--- src/rtl/vc_alloc_ctrl.sv ---
// Victim-cache write-side controller: picks a way, writes back dirty victims, drives tag-store write/clear ports.
// Latency: accept->wr_en 1 cycle clean, 2+ack wait dirty; evict_rdy_o low outside IDLE and while flush is requested.
module vc_alloc_ctrl #(
    parameter int AWT         = 32,
    parameter int WORD_SEL    = 4,
    parameter int TAG_WT_VC   = AWT - WORD_SEL - 2,
    parameter int VC_WAYS_EXP = 2,
    parameter int VC_WAYS     = 2 ** VC_WAYS_EXP
) (
    input  logic                   clk_i,
    input  logic                   rst_i,
    input  logic                   evict_vld_i,
    output logic                   evict_rdy_o,
    input  logic [TAG_WT_VC-1:0]   evict_tag_i,
    input  logic                   evict_dirty_i,
    input  logic                   promote_i,
    input  logic [VC_WAYS_EXP-1:0] promote_way_i,
    input  logic                   flush_req_i,
    output logic                   flush_done_o,
    input  logic [VC_WAYS-1:0]     valid_i,
    output logic                   wr_en_o,
    output logic [VC_WAYS_EXP-1:0] wr_way_o,
    output logic [TAG_WT_VC-1:0]   wr_tag_o,
    output logic                   clear_all_o,
    output logic                   clear_line_o,
    output logic [VC_WAYS_EXP-1:0] clear_way_o,
    output logic                   wb_req_o,
    input  logic                   wb_ack_i,
    output logic [VC_WAYS_EXP-1:0] wb_way_o,
    output logic [TAG_WT_VC-1:0]   wb_tag_o,
    output logic [VC_WAYS-1:0]     dirty_o
);
    typedef enum logic [2:0] {IDLE, WB, INSERT, FL_SCAN, FL_WB, FL_CLR, FL_DONE} state_t;

    localparam logic [VC_WAYS_EXP-1:0] LAST_WAY = VC_WAYS_EXP'(VC_WAYS - 1);

    state_t                 state_q, state_d;
    logic [VC_WAYS_EXP-1:0] rr_q, rr_d;
    logic [VC_WAYS_EXP-1:0] victim_q, victim_d;
    logic [VC_WAYS_EXP-1:0] idx_q, idx_d;
    logic                   repl_q, repl_d;
    logic [TAG_WT_VC-1:0]   tag_q, tag_d;
    logic                   ldirty_q, ldirty_d;
    logic [VC_WAYS-1:0]     dirty_q, dirty_d;
    logic [TAG_WT_VC-1:0]   shadow_q [VC_WAYS];
    logic                   clear_line_q;
    logic [VC_WAYS_EXP-1:0] clear_way_q;

    logic                   free_found;
    logic [VC_WAYS_EXP-1:0] free_way;
    logic                   accept;
    logic                   do_write;

    // Descending scan so the lowest free index is the one left standing.
    always_comb begin
        free_found = 1'b0;
        free_way   = '0;
        for (int i = VC_WAYS - 1; i >= 0; i--) begin
            if (!valid_i[i]) begin
                free_found = 1'b1;
                free_way   = VC_WAYS_EXP'(i);
            end
        end
    end

    assign evict_rdy_o  = (state_q == IDLE) && !flush_req_i && rst_i;
    assign accept       = evict_vld_i && evict_rdy_o;
    assign do_write     = (state_q == INSERT) && !clear_line_q;

    assign wr_en_o      = do_write;
    assign wr_way_o     = victim_q;
    assign wr_tag_o     = tag_q;
    assign wb_req_o     = (state_q == WB) || (state_q == FL_WB);
    assign wb_way_o     = (state_q == FL_WB) ? idx_q : victim_q;
    assign wb_tag_o     = shadow_q[wb_way_o];
    assign clear_all_o  = (state_q == FL_CLR);
    assign flush_done_o = (state_q == FL_DONE);
    assign clear_line_o = clear_line_q;
    assign clear_way_o  = clear_way_q;
    assign dirty_o      = dirty_q;

    always_comb begin
        state_d  = state_q;
        rr_d     = rr_q;
        victim_d = victim_q;
        idx_d    = idx_q;
        repl_d   = repl_q;
        tag_d    = tag_q;
        ldirty_d = ldirty_q;
        unique case (state_q)
            IDLE: begin
                if (flush_req_i) begin
                    idx_d   = '0;
                    state_d = FL_SCAN;
                end else if (accept) begin
                    tag_d    = evict_tag_i;
                    ldirty_d = evict_dirty_i;
                    victim_d = free_found ? free_way : rr_q;
                    repl_d   = !free_found;
                    state_d  = (!free_found && dirty_q[rr_q]) ? WB : INSERT;
                end
            end
            WB: if (wb_ack_i) state_d = INSERT;
            INSERT: begin
                if (!clear_line_q) begin
                    if (repl_q) rr_d = rr_q + 1'b1;
                    state_d = IDLE;
                end
            end
            FL_SCAN: begin
                if (valid_i[idx_q] && dirty_q[idx_q]) state_d = FL_WB;
                else if (idx_q == LAST_WAY)           state_d = FL_CLR;
                else                                  idx_d   = idx_q + 1'b1;
            end
            FL_WB: begin
                if (wb_ack_i) begin
                    if (idx_q == LAST_WAY) begin
                        state_d = FL_CLR;
                    end else begin
                        idx_d   = idx_q + 1'b1;
                        state_d = FL_SCAN;
                    end
                end
            end
            FL_CLR: begin
                rr_d    = '0;
                state_d = FL_DONE;
            end
            FL_DONE: state_d = IDLE;
            default: state_d = IDLE;
        endcase
    end

    // Promote is applied last so its dirty clear overrides insert and flush updates.
    always_comb begin
        dirty_d = dirty_q;
        if (do_write)                        dirty_d[victim_q]      = ldirty_q;
        if ((state_q == FL_WB) && wb_ack_i)  dirty_d[idx_q]         = 1'b0;
        if (state_q == FL_CLR)               dirty_d                = '0;
        if (promote_i)                       dirty_d[promote_way_i] = 1'b0;
    end

    always_ff @(posedge clk_i) begin
        if (!rst_i) begin
            state_q      <= IDLE;
            rr_q         <= '0;
            victim_q     <= '0;
            idx_q        <= '0;
            repl_q       <= 1'b0;
            tag_q        <= '0;
            ldirty_q     <= 1'b0;
            dirty_q      <= '0;
            clear_line_q <= 1'b0;
            clear_way_q  <= '0;
            for (int i = 0; i < VC_WAYS; i++) shadow_q[i] <= '0;
        end else begin
            state_q      <= state_d;
            rr_q         <= rr_d;
            victim_q     <= victim_d;
            idx_q        <= idx_d;
            repl_q       <= repl_d;
            tag_q        <= tag_d;
            ldirty_q     <= ldirty_d;
            dirty_q      <= dirty_d;
            clear_line_q <= promote_i;
            clear_way_q  <= promote_way_i;
            if (do_write) shadow_q[victim_q] <= tag_q;
        end
    end
endmodule

--- config.mk ---
export PLATFORM = sky130hd
export DESIGN_NAME = vc_alloc_ctrl
export DESIGN_NICKNAME = d
export VERILOG_FILES = /design/src/rtl/vc_alloc_ctrl.sv
export SDC_FILE = /design/constraint.sdc
export NUM_CORES = 1
export LEC_CHECK = 0
export BUFFER_PORTS_ARGS = -buffer_cell sky130_fd_sc_hd__buf_2
export CAP_MARGIN = 20
export CORE_ASPECT_RATIO = 1.4
export CORE_MARGIN = 2
export CORE_UTILIZATION = 60
export DETAILED_ROUTE_END_ITERATION = 16
export PLACE_DENSITY = 0.91
export SLEW_MARGIN = 20
export SYNTH_ARGS = -nofsm -noshare
export SYNTH_HDL_FRONTEND = slang
export SYNTH_SLANG_ARGS = --single-unit
--- constraint.sdc ---
create_clock -name clk_i -period 4.4 [get_ports clk_i]
set_input_delay 0.88 -clock clk_i [delete_from_list [all_inputs] [get_ports clk_i]]
set_output_delay 0.88 -clock clk_i [all_outputs]
set_load 0.01 [all_outputs]
# Word-level counts from Yosys, hierarchy flattened
# Memories as Yosys holds them, arrays and structs flattened.
# Index checks and enable logic that the tools add are counted.
[totals] ff_bits=44 ram_bits=104 in_bits=39 out_inout_bits=68 word_cells=114 n_memories=1
[memory_table] name="shadow_q" words=4 width=26 rd=1 rd_clocked_by_memory_dff=0 wr=4 line_no="45" source="logic [TAG_WT_VC-1:0] shadow_q [VC_WAYS];"
[classes] add_sub_neg=2 n_lt_le_gt_ge=7 n_eq_ne=15 muxes=52 bitwise_logic=5 reduce_logical=22
[op_table] operator="$mux W2" count=14
[op_table] operator="$mux W26" count=1
[op_table] operator="$reduce_or A26 Y1" count=1
[op_table] operator="$mux W3" count=8
[op_table] operator="$pmux W3 S6" count=1
[op_table] operator="$mux W4" count=4
[op_table] operator="$mux W1" count=15
[op_table] operator="$lt A2 B3 Y1 const B" count=4
[op_table] operator="$ne A2 B2 Y1 const B" count=6
[op_table] operator="$logic_and A1 B1 Y1" count=10
[op_table] operator="$eq A3 B3 Y1 const B" count=3
[op_table] operator="$and A4 B4 Y4" count=2
[op_table] operator="$not A4 Y4" count=2
[op_table] operator="$bmux W1 S2" count=3
[op_table] operator="$demux W1 S2" count=3
[op_table] operator="$eq A3 B2 Y1 const B" count=2
[op_table] operator="$ge A2 B1 Y1 const B" count=3
[op_table] operator="$ne A3 B3 Y1 const B" count=2
[op_table] operator="$pmux W2 S3" count=1
[op_table] operator="$reduce_and A3 Y1" count=2
[op_table] operator="$reduce_and A5 Y1" count=1
[op_table] operator="$add A2 B1 Y2 const B" count=2
[op_table] operator="$bwmux W4" count=1
[op_table] operator="$pmux W2 S2" count=1
[op_table] operator="other kinds (9)" count=11

# Logic depth before layout (Yosys ltp)
[logic_depth] ltp_word=11 ltp_mapped=7 ltp_nobuf=5

# Worst setup path before layout
# No wires, ideal clock.
[synth_timing] path_kind="reg2out" startpoint="reg state_q[2]" endpoint="out wb_tag_o[0]" t_arrival_ns=1.717 slack_ns=1.803 stages_incl_launch_ff=7 cell_sequence="dfxtp_1 > or3b_1 > clkbuf_1 > a21oi_1 > buf_2 > buf_4 > mux2i_1"
[synth_between] elab_chain_cells=3
[synth_lines] item="start, declared" line_no="37" source="state_t state_q, state_d;"
[synth_lines] item="start signal, assigned" line_no="157" source="state_q <= state_d;"
[synth_lines] item="$eq A3 B3 Y1" line_no="74" source="assign wb_way_o = (state_q == FL_WB) ? idx_q : victim_q;"
[synth_lines] item="$mux W2" line_no="74"
[synth_lines] item="$mem_v2 Z4 W26"
[synth_lines] item="end, declared" line_no="30" source="output logic [TAG_WT_VC-1:0] wb_tag_o,"
# No other way between the ends.

# Worst setup path after layout
[layout_timing] startpoint="reg state_q[2]" endpoint="out wb_tag_o[14]"
# The elaborated chain is that of the path after synthesis.

==> metrics.yaml <==
status: "complete, no violations"
syn_area_um2: 6530
rsz0062_at_grt: "false"
fp.dieW_um: 92.2
critical-path-slowest-cell: "a21oi_4"
path_buf_inv: 2
r2r_slack_ns: 1.35
end_kind: "output port"
vias_per_cell: 5.82
ys_types: 47
fin_skew_ns: 0.0122
cts_setup_buffers: 0
timing.fmax_mhz: 259
reg2regPathDepth: 4
ir_drop_uv: 324
clkSinkCount: 148
cellLeakagePower_nw: 3.59
fin_nets: 710
cts_resized: 0
fin_crit_ns: 3.86
port_buffers: 106
min_to: "ldirty_q"
placed_area_um2: 7150
relSlewSlack_pct: 33.9
rows: 45
drv_slew: 0
worstHoldPathType: "flop to flop"
grt_pass1_wl_um: 24200
cp-start-kind: "flop"
gp_congestion: 0.886
hp-start: "ldirty_q"
clockBufferDepth: 2
drive_above_1_share_pct: 22.6
htreeDepth: 4
synthCells: 567
path_max_fanout: 17
final_hold_viol_count: 0
gr-total-overflow: 0
drc: 0
first_pass_iters: 5
ys_ff_latch: 148
grt_start_max_net_pins: 59
r2r_end: "shadow_q[0][12]"
finalCritPeriodShare_pct: 87.8
ant_nets: 0
syn_to_final_growth_pct: 18.9
die-area_um2: 11800
drt-total-wl_um: 15600
cts_made_buffers: 17
io_pins: 107
critPathMaxStageDelay_ns: 0.74
vias: 4779
tightest_slew_ns: 0.992
track_usage_pct: 27.4
fin_area_um2: 7770
drv_cap: 0
clk_pin_slew_ns: 0.06
synth_top_flop_cell: "edfxtp_1"
synth_edf_count: 104
avgSynthCellArea_um2: 11.5
yosys_warnings: 0
start_util_pct: 60.8
grt_pass1_vias: 4820
clock_latency_ns: 0.43
finalSetupTns_ns: 0
antenna_found_initial: 0
fp.dieH_um: 127
worstReg2RegStart: "state_q[1]"
required_ns: 3.52
antenna_cells: 0
cts_hold_repair.buffers: 0
synth_nets: 610
cts_tree: "done"
core_area_um2: 10800
seq_area_frac_synth_pct: 61.3
initialDrtViolationCount: 262
dp.cells: 789
stdcell_count: 821
power_density_nw_per_um2: 453
avgRoutedWirePerCell_um: 19.0
fillCellCount: 702
post-route-util_pct: 72.3
hold_path_depth: 2
setup_viol: 0
async_flop_share_pct: 0
post-dp-hpwl_um: 9500
cp_data_arrival_time_ns: 2.98
cp_cell_sequence: "or3b_1 -> a21oi_4 -> buf_4 -> mux2i_1 -> buf_2"
cts.root.buffer_cell: "clkbuf_16"
path_class: "flop to output port"
critical_path.top_delay_family: "compound AO/OA/AOI/OAI gates"
cell usage in the layout, fill, tap and decap left out, types with 3 or more instances in the layout:
cell type  count
clkbuf_16     17
clkinv_2       4
and2_1         4
buf_2        106
or3_1          3
buf_4         11
and3_1         3
o21ai_0       29
ha_1           4
nor3_1         3
nand3_1        5
nor2_1       115
nor2b_1        5
inv_1         11
dfxtp_1       44
clkbuf_1       3
edfxtp_1     104
bufinv_16      4
mux2i_1       88
nand2_1       69
Yosys cell counts (2+ instances only):
master	instances	area, µm²
nor2_1	115	432
edfxtp_1	104	3120
mux2i_1	89	891
nand2_1	69	259
dfxtp_1	44	881
o21ai_0	29	145
clkbuf_1	14	52.6
inv_1	11	41.3
buf_2	9	45.0
buf_6	7	78.8
nand3_1	5	25.0
nor2b_1	5	31.3
and2_1	4	25.0
and3_1	4	25.0
buf_4	4	30.0
ha_1	4	50.1
a21oi_1	3	15.0
buf_1	3	11.3
nor3_1	3	15.0
or3_1	3	18.8
a2111oi_0	2	17.5
a221o_1	2	20.0
a22o_1	2	17.5
and3b_1	2	17.5
mux4_2	2	45.0
nand2b_1	2	12.5
nand3b_1	2	15.0
nor3b_1	2	15.0
nor4b_1	2	17.5
o21a_1	2	15.0
xnor2_1	2	17.5
worst register-to-register path, cell delays in order, from the launching register on:
cell and delay, ns:
dfxtp_1 0.56, or4b_1 0.73, or3_1 0.44, nand2_1 0.68, buf_4 0.34
sequential cells by signal, summed over array words and instances, names as in the netlist:
signal        cells
clear_way_o       2
idx_q             2
dirty_o           4
ldirty_q          1
wr_tag_o         26
repl_q            1
clear_line_o      1
rr_q              2
state_q           3
shadow_q        104
wr_way_o          2
metal layers:
layer  track usage (%)  wire, µm  vias to the layer above
li1                  -         -                     2190
met1              31.0      5840                     2288
met2              47.7      8310                      262
met3              6.90      1050                       39
met4              14.4       373                        0
met5                 0         0                        -
cell families after synthesis:
| family | count (synthesis) | synth area share (%) |
|---|---|---|
| multiplexers | 91 | 14.3 |
| buffers and inverters | 48 | 3.96 |
| AND/OR/NAND/NOR | 225 | 14.8 |
| adder cells (fa/ha/maj) | 4 | 0.766 |
| XOR/XNOR | 3 | 0.402 |
| flip-flops | 148 | 61.3 |
| AO/OA/AOI/OAI | 48 | 4.46 |
layout make-up:
cell class	instances	area [µm²]	area share [%]
clock inverter	10	156	2.01
inverter	11	41.3	0.531
sequential	148	4000	51.5
timing repair buffer	118	633	8.15
tap	141	176	2.27
multi-input combinational	371	2300	29.5
clock buffer	22	464	5.97
power breakdown:
part	switching (mW)	leakage (nW)	internal, mW
Sequential	0.0445	1.44	1.58
Combinational	0.236	1.84	0.130
Clock	0.561	0.304	0.976
how the worst max path moves through the flow:
stage | from | end | slack, ns | cells after the start
floorplan | state_q[2] | wb_tag_o[0] | 1.80 | 6
global placement | state_q[2] | wb_tag_o[17] | 1.10 | 5
detailed placement | state_q[2] | wb_tag_o[15] | 1.03 | 5
CTS | state_q[2] | wb_tag_o[14] | 0.56 | 5
global route | state_q[2] | wb_tag_o[14] | 0.42 | 5
finish | state_q[2] | wb_tag_o[14] | 0.54 | 5
stage by stage:
step / setup slack, ns / power (mW) / hold WS [ns]
global placement: 1.10 / 1.99 / 0.497
detailed placement: 1.03 / 2.00 / 0.511
global route: 0.416 / 3.62 / 0.565
finish: 0.537 / 3.52 / 0.517
CTS: 0.560 / 3.53 / 0.518
floorplan: 1.80 / 1.86 / 0.471
Note: power is estimated with default switching activity, not from simulation.
